**src/rtl/vga_timing_rx.sv**
```systemverilog
// vga_timing_rx: measures VGA line/frame geometry and a pixel checksum, flags lock on repeated geometry
module vga_timing_rx #(
  parameter int TIMEOUT = 4096,
  parameter int W = 16
) (
  input  logic         clock,
  input  logic         reset,
  input  logic         Hs,
  input  logic         Vs,
  input  logic         Blank,
  input  logic [1:0]   R,
  input  logic [1:0]   G,
  input  logic [1:0]   B,
  output logic [W-1:0] h_total,
  output logic [W-1:0] h_sync,
  output logic [W-1:0] h_active,
  output logic [W-1:0] v_total,
  output logic [W-1:0] v_sync,
  output logic [W-1:0] v_active,
  output logic [W-1:0] checksum,
  output logic         frame_done,
  output logic         locked
);
  typedef enum logic [1:0] {IDLE, ACQ_FIRST, ACQ, LOCKED} state_t;
  state_t state, state_n;
  logic hs1, vs1, bl1, hs2, vs2;
  logic [5:0] rgb1;
  logic [W-1:0] hcnt, hs_cnt, act_cnt, line_len, hs_len, line_act;
  logic [W-1:0] vcnt, vs_cnt, vact_cnt, csum;
  logic [W-1:0] line_len_n, hs_len_n, line_act_n, vcnt_n, vs_cnt_n, vact_n, pix;
  logic hs_edge, vs_edge, line_had_act, timeout, upd, match;

  function automatic logic [W-1:0] sat(input logic [W-1:0] x);
    return (x == '1) ? x : x + 1'b1;
  endfunction

  assign hs_edge = hs2 & ~hs1;
  assign vs_edge = vs2 & ~vs1;
  assign line_had_act = hs_edge && act_cnt != '0;
  // an Hs edge in the same cycle restarts the line, so it never counts as a timeout
  assign timeout = hcnt >= W'(TIMEOUT) && !hs_edge;

  // values as they stand after closing any line that ends this cycle
  always_comb begin
    line_len_n = hs_edge ? hcnt : line_len;
    hs_len_n   = hs_edge ? hs_cnt : hs_len;
    line_act_n = line_had_act ? act_cnt : line_act;
    vcnt_n     = hs_edge ? sat(vcnt) : vcnt;
    vs_cnt_n   = hs_edge && !vs1 ? sat(vs_cnt) : vs_cnt;
    vact_n     = line_had_act ? sat(vact_cnt) : vact_cnt;
    pix        = bl1 ? W'(rgb1) : '0;
    upd        = vs_edge && state != IDLE && !timeout;
    match      = h_total == line_len_n && h_sync == hs_len_n && h_active == line_act_n &&
                 v_total == vcnt_n && v_sync == vs_cnt_n && v_active == vact_n;
  end

  // next state: timeout dominates, otherwise advance on each Vs edge
  always_comb begin
    state_n = state;
    if (timeout) state_n = IDLE;
    else if (vs_edge)
      state_n = state == IDLE ? ACQ_FIRST : state == ACQ_FIRST ? ACQ : match ? LOCKED : ACQ;
  end

  // state register
  always_ff @(posedge clock or posedge reset)
    if (reset) state <= IDLE;
    else state <= state_n;

  // input capture plus one cycle of sync history for edge detection
  always_ff @(posedge clock or posedge reset)
    if (reset) begin
      hs1  <= 1'b1;
      vs1  <= 1'b1;
      bl1  <= 1'b0;
      rgb1 <= '0;
      hs2  <= 1'b1;
      vs2  <= 1'b1;
    end else begin
      hs1  <= Hs;
      vs1  <= Vs;
      bl1  <= Blank;
      rgb1 <= {R, G, B};
      hs2  <= hs1;
      vs2  <= vs1;
    end

  // line and frame counters; the Vs edge cycle's pixel starts the new frame's checksum
  always_ff @(posedge clock or posedge reset)
    if (reset) begin
      hcnt     <= '0;
      hs_cnt   <= '0;
      act_cnt  <= '0;
      line_len <= '0;
      hs_len   <= '0;
      line_act <= '0;
      vcnt     <= '0;
      vs_cnt   <= '0;
      vact_cnt <= '0;
      csum     <= '0;
    end else begin
      hcnt     <= hs_edge ? W'(1) : sat(hcnt);
      hs_cnt   <= hs_edge ? W'(1) : hs1 ? hs_cnt : sat(hs_cnt);
      act_cnt  <= hs_edge ? W'(bl1) : bl1 ? sat(act_cnt) : act_cnt;
      line_len <= line_len_n;
      hs_len   <= hs_len_n;
      line_act <= line_act_n;
      vcnt     <= vs_edge ? '0 : vcnt_n;
      vs_cnt   <= vs_edge ? '0 : vs_cnt_n;
      vact_cnt <= vs_edge ? '0 : vact_n;
      csum     <= (vs_edge ? '0 : csum) + pix;
    end

  // publish frame measurements and lock status
  always_ff @(posedge clock or posedge reset)
    if (reset) begin
      h_total    <= '0;
      h_sync     <= '0;
      h_active   <= '0;
      v_total    <= '0;
      v_sync     <= '0;
      v_active   <= '0;
      checksum   <= '0;
      frame_done <= 1'b0;
      locked     <= 1'b0;
    end else begin
      frame_done <= upd;
      locked     <= state_n == LOCKED;
      if (upd) begin
        h_total  <= line_len_n;
        h_sync   <= hs_len_n;
        h_active <= line_act_n;
        v_total  <= vcnt_n;
        v_sync   <= vs_cnt_n;
        v_active <= vact_n;
        checksum <= csum;
      end
    end
endmodule

```
**config.mk**
```make
export PLATFORM = sky130hd
export DESIGN_NAME = vga_timing_rx
export DESIGN_NICKNAME = d
export VERILOG_FILES = /design/src/rtl/vga_timing_rx.sv
export SDC_FILE = /design/constraint.sdc
export NUM_CORES = 1
export LEC_CHECK = 0
export BUFFER_PORTS_ARGS = -buffer_cell sky130_fd_sc_hd__buf_4
export CORE_ASPECT_RATIO = 0.9
export CORE_MARGIN = 2
export CORE_UTILIZATION = 45
export DETAILED_ROUTE_END_ITERATION = 7
export PLACE_DENSITY = 0.65
export SETUP_SLACK_MARGIN = 0.02
export SLEW_MARGIN = 25
export SYNTH_ARGS = -nofsm -noshare
export SYNTH_HDL_FRONTEND = slang
export SYNTH_SLANG_ARGS = --single-unit
```
**constraint.sdc**
```tcl
create_clock -name clock -period 10.4 [get_ports clock]
set_input_delay 1.04 -clock clock [delete_from_list [all_inputs] [get_ports clock]]
set_output_delay 1.04 -clock clock [all_outputs]
set_load 0.02 [all_outputs]
```
==> impl_metrics.toml <==
[routing]
first_iter_violations = 1021
wl_per_cell_um = 19.79
drc_errors = 0
ant_nets = 0
firstDrtPassIters = 5
vias = 11980
wl_um = 41730
viasPerCell = 5.682

[critical_path]
startpoint_type = "flip-flop"
crit_type = "flip-flop to flip-flop"
slowest_delay_ns = 0.66
path_max_fanout = 64
crit_top_cell = "nand4_1"
worstPathRequired_ns = 10.88
crit_slowest_cell = "buf_4"
rr_startpoint = "hs2$_DFF_PP1_"
arrival_ns = 4.68
cp-startpoint = "hs2$_DFF_PP1_"
endpoint_kind = "flip-flop"
crit_path_cell_trace = "nor2b_4, buf_4, o21ai_0, o41ai_1, o21a_1, nand4_1, or3_1, nor4_1, nand4_1, a31oi_1"

[die]
fp.coreArea_um2 = 32120
ios = 125
dieArea_um2 = 34360
std_cell_rows = 62
fp.dieH_um = 176.1
die_x_um = 195.2
start_util = 0.4609

[timing]
max_freq_mhz = 238.0
hold_violations = 0
fin_crit_ns = 4.202
rsz0062_at_grt = "no"
finalSetupViolCount = 0
slew_violations = 0
worst_pin_slew_ns = 1.120
relSlewSlack = 0.2463
setup_slack_ns = 6.198
finalSetupTns_ns = 0
fin_skew_ns = 0.01555
post-route-period-util = 0.4040

[power_and_ir_drop]
switching_power_uw = 905.9
pwr-share-clk = 0.368
powerDensity_nw_per_um2 = 175.6
leakage_uw = 0.008130
combPwrFrac = 0.189
sequentialPowerShare = 0.444
power.internal_uw = 2088
swShare = 0.3026
ir_drop_mv = 0.1761
power_uw = 2993

[final_layout]
fillers = 3006
fin_nets = 1695
syn_to_final_growth_pct = 15.20
n_antenna_cell = 0
instances_no_fill = 2108
seq_area_um2 = 7187
multi_input_area_um2 = 6953
layout-drive-gt1-share = 0.1436

[synth]
synth_seq_cells = 287
yosysMostFrequentCell = "dfrtp_1"
synth_edf_count = 0
synth-main-ff-cell = "dfrtp_1"
postSynthCellCount = 1581
ys_async_sr_fraction = 1.000
syn_nets = 1607
syn-cell-area_um2 = 14800
synth_top_cell_by_area = "dfrtp_1"
synth_seq_area_share = 0.4855
synth_top_area_share = 0.4784
ys_types = 79
syn-mean-instance-area_um2 = 9.362
yosys-top-cells-area = "dfrtp_1 (48%), nand2_1 (6.3%), o21ai_0 (4.1%)"
yosys-top-cells-count = "dfrtp_1 (283), nand2_1 (250), nor2_1 (129)"
synth_warnings = 0

[placed_design]
place_hpwl_um = 30190
dpl.cell_count = 2051
dp_slack_ns = 6.290
place_congestion = 0.9447
numPortBuffers = 124

[clock_tree]
clk_pin_slew_ns = 0.06
clock_latency_ns = 0.57
post_cts_resized = 0
cts_tree = "built"
post_cts_buffers = 0
htreeDepth = 1
cts_buffers = 31
cts-root-buf = "clkbuf_16"
cts_hold_buf = 0
cts.sinks = 287
clock_path_buffers = 3

[global_routing]
grt_max_degree = 191
grt_pass1_vias = 11580
grt_use_total = 0.2449
grt_pass1_wl_um = 66340
antenna_found_initial = 1
gr-total-overflow = 0

[outcome]
status = "complete, no violations"

[hold_path]
hold_class = "flip-flop to flip-flop"
hp-start = "vs1$_DFF_PP1_"

[job]
drv_cap = 0
## power by group through the flow
stage / logic (uW) / registers (uW) / clock network [uW]
2_1_floorplan: 327 / 1360 / 0
3_3_place_gp: 555 / 1340 / 0
3_5_place_dp: 565 / 1340 / 0
4_1_cts: 567 / 1330 / 1120
5_1_grt: 622 / 1340 / 1160
6_report: 565 / 1330 / 1100
## worst max-delay path: cells and delay by family, from the launching register on
family,cells,cell delay [ns]
simple gates,5,1.71
buf+inv,1,0.66
flops,1,0.61
compound gates,4,1.06
## cells by family (layout without fill, tap and decap cells)
logic type,count (synthesis),after routing,synth area share
compound gates,267,267,0.1123
xor+xnor,132,132,0.07997
fa+ha+maj,15,15,0.01319
buf+inv,166,277,0.04607
flops,287,287,0.4855
mux,60,60,0.04252
simple gates,654,654,0.2205
## metrics by stage
stage	utilization	hold slack [ns]	area, um2
3_5_place_dp	0.4985	0.4222	16010
5_1_grt	0.5309	0.4298	17050
2_1_floorplan	-	0.3750	14800
6_report	0.5309	0.4189	17050
4_1_cts	0.5301	0.4210	17020
3_3_place_gp	0.4985	0.4150	16010
## final timing paths
kind                       cells after the start  slack (ns)                      to
max in group asynchronous                      4        8.34   vact_cnt[6]$_DFF_PP0_
min in group asynchronous                      2        0.60  act_cnt[6]$_DFFE_PP0P_
setup reg to reg                              10        6.20      state[0]$_DFF_PP0_
setup / recovery                              10        6.20      state[0]$_DFF_PP0_
hold reg to reg                                0        0.42           vs2$_DFF_PP1_
hold / removal                                 0        0.42           vs2$_DFF_PP1_
## layout make-up
type / count / area share
flip-flops and latches: 287 / 0.4215
multi-input cells: 1128 / 0.4078
clock inverters: 5 / 0.003155
repair buffers: 135 / 0.06134
well taps: 416 / 0.03053
inverters: 86 / 0.01937
clock buffers: 51 / 0.05635
## routing by layer
metal	GRT usage	wire (um)	up-vias
li1	-	-	5640
met1	0.3574	19130	5887
met2	0.3688	18230	382
met3	0.05578	3294	65
met4	0.06107	1022	4
met5	0.008547	50	-
## placed cells by master, fill, tap and decap left out, types with 8 or more instances in the layout
cell	count
a21oi_1	36
and2_1	16
and3_1	13
and4_1	18
buf_4	133
clkbuf_1	9
clkbuf_16	31
clkbuf_8	11
dfrtp_1	283
ha_1	14
inv_1	85
mux2_2	23
mux2i_1	37
nand2_1	250
nand2b_1	8
nand3_1	57
nand4_1	41
nor2_1	129
nor2b_1	15
nor3_1	26
nor4_1	22
o21ai_0	122
o22ai_1	19
or3_1	15
xnor2_1	66
xor2_1	64
Power figures use the tool's default switching activity.
